===== config.mk =====
export PLATFORM = sky130hd
export DESIGN_NAME = tag_lookup
export DESIGN_NICKNAME = d
export VERILOG_FILES = /design/src/rtl/tag_lookup.sv
export SDC_FILE = /design/constraint.sdc
export NUM_CORES = 1
export LEC_CHECK = 0
export ABC_AREA = 1
export BUFFER_PORTS_ARGS = -buffer_cell sky130_fd_sc_hd__buf_2
export CORE_MARGIN = 1
export CORE_UTILIZATION = 35
export CTS_BUF_LIST = sky130_fd_sc_hd__clkbuf_16
export DETAILED_ROUTE_END_ITERATION = 16
export PLACE_DENSITY_LB_ADDON = 0.3
export SETUP_SLACK_MARGIN = 0.1
export SLEW_MARGIN = 20
export SYNTH_ARGS = -nofsm -noshare
export SYNTH_HDL_FRONTEND = slang
export SYNTH_SLANG_ARGS = --single-unit

===== constraint.sdc =====
create_clock -name clk -period 2.7 [get_ports clk]
set_input_delay 0 -clock clk [delete_from_list [all_inputs] [get_ports clk]]
set_output_delay 0 -clock clk [all_outputs]
set_load 0.1 [all_outputs]

===== src/rtl/tag_lookup.sv =====
// Tag lookup controller for a direct-mapped cache.
// The tag array is an external synchronous-read RAM. This block keeps the
// per-line valid bits, runs the lookup/refill sequence and counts hits and
// misses.
module tag_lookup #(
  parameter int TAG_WIDTH   = 25,
  parameter int INDEX_WIDTH = 7,
  parameter int CACHE_LINES = 128,
  parameter int ADDR_WIDTH  = 32
) (
  input  logic                   clk,
  input  logic                   rst_n,
  input  logic                   req_valid,
  input  logic [ADDR_WIDTH-1:0]  req_addr,
  output logic                   req_ready,
  input  logic                   inv,
  output logic                   resp_valid,
  output logic                   resp_hit,
  output logic                   refill_req,
  output logic [ADDR_WIDTH-1:0]  refill_addr,
  input  logic                   refill_ack,
  output logic [INDEX_WIDTH-1:0] tag_index,
  output logic [TAG_WIDTH-1:0]   tag_wdata,
  output logic                   tag_we,
  input  logic [TAG_WIDTH-1:0]   tag_rdata,
  output logic [15:0]            hit_count,
  output logic [15:0]            miss_count
);

  typedef enum logic [1:0] {
    IDLE   = 2'd0,
    LOOKUP = 2'd1,
    REFILL = 2'd2,
    UPDATE = 2'd3
  } state_t;

  state_t                  state_q, state_d;
  logic [ADDR_WIDTH-1:0]   addr_q, addr_d;
  logic [CACHE_LINES-1:0]  valid_q, valid_d;
  logic [15:0]             hit_cnt_q, hit_cnt_d;
  logic [15:0]             miss_cnt_q, miss_cnt_d;

  logic [TAG_WIDTH-1:0]    lat_tag;
  logic [INDEX_WIDTH-1:0]  lat_idx;
  logic                    lookup_hit;

  assign lat_tag = addr_q[ADDR_WIDTH-1:INDEX_WIDTH];
  assign lat_idx = addr_q[INDEX_WIDTH-1:0];

  // Tag RAM data arrives in LOOKUP for the index presented during IDLE.
  assign lookup_hit = valid_q[lat_idx] && (tag_rdata == lat_tag);

  // Outputs are decoded from the registered state, so reset clears them at once.
  assign req_ready   = (state_q == IDLE) && !inv;
  assign tag_index   = (state_q == IDLE) ? req_addr[INDEX_WIDTH-1:0] : lat_idx;
  assign resp_hit    = (state_q == LOOKUP) && lookup_hit;
  assign resp_valid  = resp_hit || (state_q == UPDATE);
  assign refill_req  = (state_q == REFILL);
  assign refill_addr = addr_q;
  assign tag_we      = (state_q == UPDATE);
  assign tag_wdata   = lat_tag;
  assign hit_count   = hit_cnt_q;
  assign miss_count  = miss_cnt_q;

  // Next-state, valid-bit and saturating-counter update.
  always_comb begin
    state_d    = state_q;
    addr_d     = addr_q;
    valid_d    = valid_q;
    hit_cnt_d  = hit_cnt_q;
    miss_cnt_d = miss_cnt_q;
    case (state_q)
      IDLE: begin
        // Invalidate wins over a pending request; req_ready is low meanwhile.
        if (inv) begin
          valid_d = '0;
        end else if (req_valid) begin
          addr_d  = req_addr;
          state_d = LOOKUP;
        end
      end
      LOOKUP: begin
        if (lookup_hit) begin
          state_d = IDLE;
          if (hit_cnt_q != 16'hFFFF) hit_cnt_d = hit_cnt_q + 16'd1;
        end else begin
          state_d = REFILL;
          if (miss_cnt_q != 16'hFFFF) miss_cnt_d = miss_cnt_q + 16'd1;
        end
      end
      REFILL: begin
        if (refill_ack) state_d = UPDATE;
      end
      UPDATE: begin
        valid_d[lat_idx] = 1'b1;
        state_d          = IDLE;
      end
      default: state_d = IDLE;
    endcase
  end

  // Controller state registers.
  always_ff @(posedge clk or negedge rst_n) begin
    if (!rst_n) begin
      state_q    <= IDLE;
      addr_q     <= '0;
      valid_q    <= '0;
      hit_cnt_q  <= '0;
      miss_cnt_q <= '0;
    end else begin
      state_q    <= state_d;
      addr_q     <= addr_d;
      valid_q    <= valid_d;
      hit_cnt_q  <= hit_cnt_d;
      miss_cnt_q <= miss_cnt_d;
    end
  end

endmodule


==> results of run 1 <==
-- report_power, final --
part	switching, mW	internal, mW	leakage (nW)	total [mW]
combinational	6.71	1.68	3.20	8.39
sequential	0.520	3.28	2.62	3.80
clock	1.21	1.30	0.279	2.51
-- cell type report --
type	count	area (um2)
clock buffers	17	425
clock inverters	14	146
fillers	2804	15600
inverters	132	503
multi-input cells	847	4390
flip-flops and latches	194	4870
well taps	378	473
repair buffers	244	1720
-- worst paths after layout --
path	to	slack, ns	cells past startpoint
max	resp_hit	0.13	17
min	refill_addr[14]	0.03	3
max reg2reg	hit_count[3]	0.18	17
min reg2reg	valid_q[105]	0.50	2
max in group asynchronous	valid_q[87]	1.80	3
min in group asynchronous	valid_q[3]	0.10	2
-- timing repair --
| action | in CTS | in global routing |
|---|---|---|
| buffers inserted | 6 | 1 |
| pin swaps | 10 | 15 |
| gates cloned | 3 | 2 |
| hold buffers | 35 | 0 |
| resized for setup | 11 | 17 |
| endpoints found under the setup margin | 2 | 34 |
| endpoints found under the hold margin | 164 | 0 |
-- logic make-up after synthesis --
family | count (synthesis) | share of synthesized area [%]
mux | 24 | 2.67
flops | 194 | 48.0
xor+xnor | 51 | 4.41
fa+ha+maj | 2 | 0.247
buf+inv | 218 | 9.91
compound gates | 223 | 12.4
simple gates | 545 | 22.4
-- per-stage QoR --
step | setup TNS (ns) | hold slack [ns] | power, mW | area, um2
6_report | 0 | 0.0262 | 14.7 | 12500
3_5_place_dp | 0 | -0.0170 | 11.9 | 11400
2_1_floorplan | -0.0667 | -0.296 | 10.3 | 10200
3_3_place_gp | 0 | -0.0174 | 11.9 | 11400
5_1_grt | -0.375 | 0.0197 | 15.3 | 12500
4_1_cts | 0 | 0.0112 | 14.7 | 12500
-- flip-flops by register name, summed over array words and instances (netlist names), named ones only --
| name | flops |
|---|---|
| refill_addr | 32 |
| hit_count | 16 |
| valid_q | 128 |
| state_q | 1 |
| miss_count | 16 |
-- layer usage --
metal  part of all wire [%]  wire, um  GRT usage (%)
met5                      0         0              0
met4                    2.9       891           6.96
met3                    6.3      1900           3.89
met2                     47     14100           33.9
met1                     44     13300           28.2
-- worst max-delay path, cell delays in order (launching register included) --
cell and delay, ns:
dfrtp_4 0.55, inv_8 0.12, buf_12 0.13, nand2_1 0.05, nand2_1 0.06, nand2_1 0.06
nand2_2 0.08, nand2_2 0.06, nand2_2 0.07, nand2_1 0.05, nand2_1 0.10, nor2_1 0.05
nor2_1 0.12, nor2_1 0.07, nand2_2 0.13, nand2_8 0.08, nor3_4 0.16, buf_12 0.20
-- layout by cell type (no fill, tap or decap), drive strengths merged --
cell type | synthesis | routed
nor2 | 80 | 80
ha | 2 | 2
nor4 | 5 | 5
o2111ai | 1 | 1
xor2 | 23 | 23
a2bb2oi | 1 | 1
o211ai | 6 | 6
clkinv | 0 | 6
or2 | 1 | 1
o22ai | 70 | 70
a21oi | 17 | 17
a31oi | 1 | 1
nand2 | 358 | 359
nor3 | 14 | 14
mux2 | 24 | 24
buf | 53 | 207
clkbuf | 33 | 19
xnor2 | 28 | 28
bufinv | 0 | 1
o21ai | 127 | 127
nand3 | 46 | 47
clkinvlp | 0 | 1
nand4 | 41 | 41
dlygate4sd3 | 0 | 35
inv | 132 | 138
dfrtp | 194 | 194
==> summary.txt, run 1 <==
Final layout
  – Area grow syn2layout: 23.7%
  – Layout cell share with drive strength beyond 1: a little over a fifth
  – Nets@finish: ~1,500
  – Antenna diodes: 0
  – Final Util: roughly 45%
  – Non-filler cells, final: 1,826

Placed design
  – Post-Place Cells: 1,749
  – DP HPWL: just under 20 mm
  – Port-buffer cells: around 160
  – Pre-CTS setup slack: 0.118 ns
  – GPL Wtd Cong: around 0.87

Outcome
  – Outcome: finished, final reports clean

Setup path
  – Startpoint types: flip-flop
  – Worst r2r src: refill_addr[0]
  – CP Launch Point: refill_addr[0]
  – Crit Path Max Fanout: 7
  – Req. time, crit path: roughly 2.7 ns
  – WS Path Type: reg -> out
  – Critical Path End Type: output port
  – CP arrival: 2.57 ns

Clock network
  – Latest clock arrival within the worst-skew pair: 0.44 ns
  – Num CTS Buffers: 17
  – Clk sinks: around 190
  – CTS clock-pin slew for the worst setup and hold paths: 0.08 ns
  – H-tree Lvls: 4
  – Clk root buf: clkbuf_16
  – Clock buffer depth: 2
  – CTS tree: done

Synth
  – Most used DFF post-synth: dfrtp_1
  – Cells after Synth: between 1,000 and 1,500
  – Yosys top cell area share: 48.0%
  – Yosys top cell by area: dfrtp_1
  – Largest cells by area after synthesis: dfrtp_1 48%, nand2_1 13%, o21ai_0 5.9%
  – Synth Net Count: between 1,000 and 1,500
  – Most instantiated cells after synthesis: 357 x nand2_1, 194 x dfrtp_1, 129 x inv_1, 120 x o21ai_0, 76 x nor2_1
  – Synth Area per Inst: just over 8 um2
  – Synthesized area: 10,100 um2
  – Most frequent cell after synthesis: nand2_1
  – Synth cell types: 33
  – Async SR Flop Fraction: 100%
  – Synthesized flop and latch total: 194
  – EDFF count, synth: 0
  – Yosys warnings: 0
  – Post-synthesis sequential area ratio: a little under half

Timing
  – Final worst slack: roughly 0.13 ns
  – RSZ-0062 raised after global routing: yes
  – Final Max Tran Viols: 0
  – Final Hold Viols: 0
  – Worst slew pin tran: just over 1 ns
  – Setup violations, final: 0
  – Max Fclk: between 300 and 400 MHz
  – Max-slew headroom: between 30% and 40%
  – Post-layout min period: 2.57 ns
  – Period utilization: a little over nine tenths
  – Max Clock Skew: between 0.015 and 0.02 ns

Detailed routing
  – DR DRC count: 0
  – Routed wire per std cell: roughly 17 um
  – Vias per inst: ~5.1
  – DRT Pass-1 Iters: 5
  – Post-DRT Antenna Nets: 0
  – Number of DRC markers in iteration 0: 678
  – Vias: 9,237
  – Detailed Route WL: 30.2 mm

GRT
  – Congestion Overflow GR: 0
  – Pin count of the biggest net entering global routing: ~80
  – First-pass GRT wire length: 47.9 mm
  – Initial antenna violation count: 0
  – Total track usage: roughly a fifth
  – Vias in the first global route: ~8,800

Floorplan
  – FP Rows: 61
  – Vert. Die Dim: ~170 um
  – CORE AREA: 28,100 um2
  – Starting Density: a little over a third
  – Die Wd: between 150 and 200 um
  – DIE AREA: around 30,000 um2
  – IO Pins: roughly 160

Power
  – Pwr per Cell Area: about 1200 nW/um2
  – Leak: just over 6 nW
  – Peak VDD IR: around 1100 uV

Run
  – Max_cap viols: 0

Hold path
  – Hold Path Class: in -> reg
  – Hold wc startpoint: req_valid
(Power assumes the default switching activity.)
==> run 2, diff against run 1 <==
--- a/config.mk
+++ b/config.mk
@@ -5,7 +5,7 @@
 export SDC_FILE = /design/constraint.sdc
 export NUM_CORES = 1
 export LEC_CHECK = 0
-export ABC_AREA = 1
+export ABC_AREA = 0
 export BUFFER_PORTS_ARGS = -buffer_cell sky130_fd_sc_hd__buf_2
 export CORE_MARGIN = 1
 export CORE_UTILIZATION = 35
==> run 2 against run 1 <==
Effect of this change: the flow now finishes with violations (negative setup slack); count of clock-buffer cells in the layout unchanged; synthesized cell count shrank 29%; synthesized area down 8.2%; clock skew increased by 0.0033 ns; clock power rose by 8.0%; final area fell by 1.1%; sequential cell count unchanged; critical path depth is 7 lower; wire length decreased by 12%; critical path type is now reg -> reg; critical endpoint is now miss_count[1].
==> summary.txt, run 2 <==
Timing
  – Max Fclk: around 330 MHz
  – Period utilization: 112%
  – Setup violations, final: 35
  – Final Hold Viols: 0
  – Post-layout min period: between 3 and 4 ns
  – Final worst slack: -0.323 ns
  – Final Max Tran Viols: 0
  – Max-slew headroom: 58.7%
  – Max Clock Skew: ~0.020 ns
  – Worst slew pin tran: just over 0.6 ns
  – RSZ-0062 raised after global routing: yes

Clock network
  – Clock buffer depth: 2
  – Num CTS Buffers: 17
  – Latest clock arrival within the worst-skew pair: around 0.45 ns
  – H-tree Lvls: 4
  – CTS clock-pin slew for the worst setup and hold paths: roughly 0.090 ns
  – Clk sinks: 194
  – Clk root buf: clkbuf_16
  – CTS tree: done

Synth
  – Synth Area per Inst: approximately 10 um2
  – EDFF count, synth: 0
  – Most used DFF post-synth: dfrtp_1
  – Post-synthesis sequential area ratio: a little over half
  – Synth cell types: 59
  – Async SR Flop Fraction: 100%
  – Yosys warnings: 0
  – Yosys top cell by area: dfrtp_1
  – Most instantiated cells after synthesis: 194 x dfrtp_1, 159 x nor2_1, 133 x a21oi_1, 40 x mux2_2, 36 x clkbuf_1
  – Synthesized area: around 9300 um2
  – Cells after Synth: 896
  – Most frequent cell after synthesis: dfrtp_1
  – Largest cells by area after synthesis: dfrtp_1 52%, a21oi_1 7.2%, nor2_1 6.4%
  – Synthesized flop and latch total: between 150 and 200
  – Yosys top cell area share: between 50% and 60%
  – Synth Net Count: 960

Final layout
  – Commonest non-fill, non-tap cell in the layout: dfrtp_1
  – Max FFs per register: approximately 130
  – Area grow syn2layout: 33.4%
  – Final Util: 47.5%
  – Most frequent cells in the layout: 177 x dfrtp_1, 159 x buf_2, 157 x nor2_1, 133 x a21oi_1, 80 x buf_4
  – Fill cell count: 2,380
  – Antenna diodes: 0
  – Layout cell share with drive strength beyond 1: a little under two fifths
  – Reg with most FFs: valid_q
  – Nets@finish: between 1,000 and 1,500

Placed design
  – GPL Wtd Cong: ~0.9
  – Pre-CTS setup slack: -0.247 ns
  – DP HPWL: between 15 and 20 mm
  – Port-buffer cells: 162

Detailed routing
  – DR DRC count: 0
  – Detailed Route WL: around 27 mm
  – Post-DRT Antenna Nets: 0
  – Vias per inst: approximately 5.2
  – Number of DRC markers in iteration 0: between 500 and 600
  – DRT Pass-1 Iters: 6
  – Vias: approximately 7,700
  – Routed wire per std cell: roughly 18 um

Setup path
  – Reg-to-Reg End: miss_count[1]
  – CP arrival: approximately 3.4 ns
  – Critical-path cell list: buf_4 -> buf_4 -> mux2i_1 -> o22ai_1 -> o31a_1 -> a2111o_1 -> or4_4 -> o22a_4 -> nor2b_4 -> mux2_4
  – WS Path Type: reg -> reg
  – R2R Setup Slk: -0.32 ns
  – Crit Path Max Fanout: 5
  – CP Launch Point: refill_addr[2]
  – Worst path max stage delay: about 0.5 ns
  – Critical Path End Type: flip-flop
  – Req. time, crit path: roughly 3.0 ns
  – Critical Path End: miss_count[1]
  – Startpoint types: flip-flop
  – Worst Reg-to-Reg Cells: 10
  – Cell at the slowest stage of the critical path: dfrtp_4
  – Crit path top cell by count: buf_4
  – Worst r2r src: refill_addr[2]

GRT
  – Total track usage: about a fifth
  – Vias in the first global route: ~7,600
  – Pin count of the biggest net entering global routing: slightly below 80
  – First-pass GRT wire length: ~43 mm
  – Congestion Overflow GR: 0
  – Initial antenna violation count: 0

Run
  – Max_cap viols: 0

Floorplan
  – Die Wd: roughly 160 um
  – Starting Density: 35.6%
  – DIE AREA: between 20,000 and 30,000 um2
  – FP Rows: 59
  – Vert. Die Dim: around 160 um
  – IO Pins: about 160
  – CORE AREA: 26,100 um2

Power
  – Peak VDD IR: between 1000 and 1500 uV
  – Leak: just under 6 nW
  – Power, Total: 16.3 mW
  – Pwr per Cell Area: approximately 1300 nW/um2

Outcome
  – Failing checks: negative setup slack
  – Outcome: finished with violations

Hold path
  – Hold Path Class: in -> async
## run 2: layout make-up
class	instances	area, um2	area share [%]
Clock inverter	15	228	1.84
Sequential cell	194	4890	39.5
Tap cell	335	419	3.38
Inverter	10	38.8	0.313
Timing Repair Buffer	299	2130	17.2
Clock buffer	17	425	3.43
Multi-Input combinational cell	615	4260	34.4
## run 2: worst max-delay path: cells and delay by family, from the launching register on
kind | cells | cell delay [ns]
AOI/OAI and AO/OA | 4 | 1.07
and+or+nand+nor | 2 | 0.58
DFF | 1 | 0.50
muxes | 2 | 0.47
buffers and inverters | 2 | 0.29
## run 2: logic make-up after synthesis
logic type / after synthesis / synth area share (%)
simple gates: 287 / 14.8
flops: 194 / 52.3
mux: 75 / 9.32
xor+xnor: 54 / 5.82
fa+ha+maj: 2 / 0.269
compound gates: 197 / 12.4
buf+inv: 87 / 5.08
## run 2: metal layers
metal  part of all wire (%)  track usage (%)  vias to the layer above
met5                      0                0                        -
met4                    1.5             5.13                        0
met3                    4.5             3.42                       29
met2                     48             32.1                      218
met1                     46             29.0                     3843
li1                       -                -                     3567
## run 2: where the power goes
part	switching, mW	internal (mW)
clock	1.34	1.38
sequential	0.631	3.42
combinational	7.18	2.37
total	9.15	7.17
## run 2: how the worst min path moves through the flow
stage,from,end,slack (ns),cells past startpoint
after floorplan,rst_n,async pin,-0.30,0
after global placement,rst_n,valid_q[55],0.04,1
after detailed placement,rst_n,valid_q[55],0.04,1
after CTS,inv,valid_q[21],0.12,3
after global routing,inv,valid_q[21],0.13,3
final,rst_n,valid_q[48],0.12,2
## run 2: repair_timing
item	in CTS	in global routing
gates cloned	0	0
hold buffers	34	0
gates resized for setup	33	33
endpoints found under the hold margin	97	0
setup endpoints to repair	34	35
pin swaps	12	13
setup buffers	16	4
## run 2: stage by stage
step           area [um2]  std cells  hold slack [ns]  setup TNS [ns]
3_3_place_gp        11000       1399           0.0369           -2.96
5_1_grt             12400       1485            0.128          -10.97
2_1_floorplan        9490        896           -0.296           -5.71
6_report            12400       1485            0.120           -8.15
3_5_place_dp        11000       1399           0.0364           -4.50
4_1_cts             12200       1481            0.123           -7.42
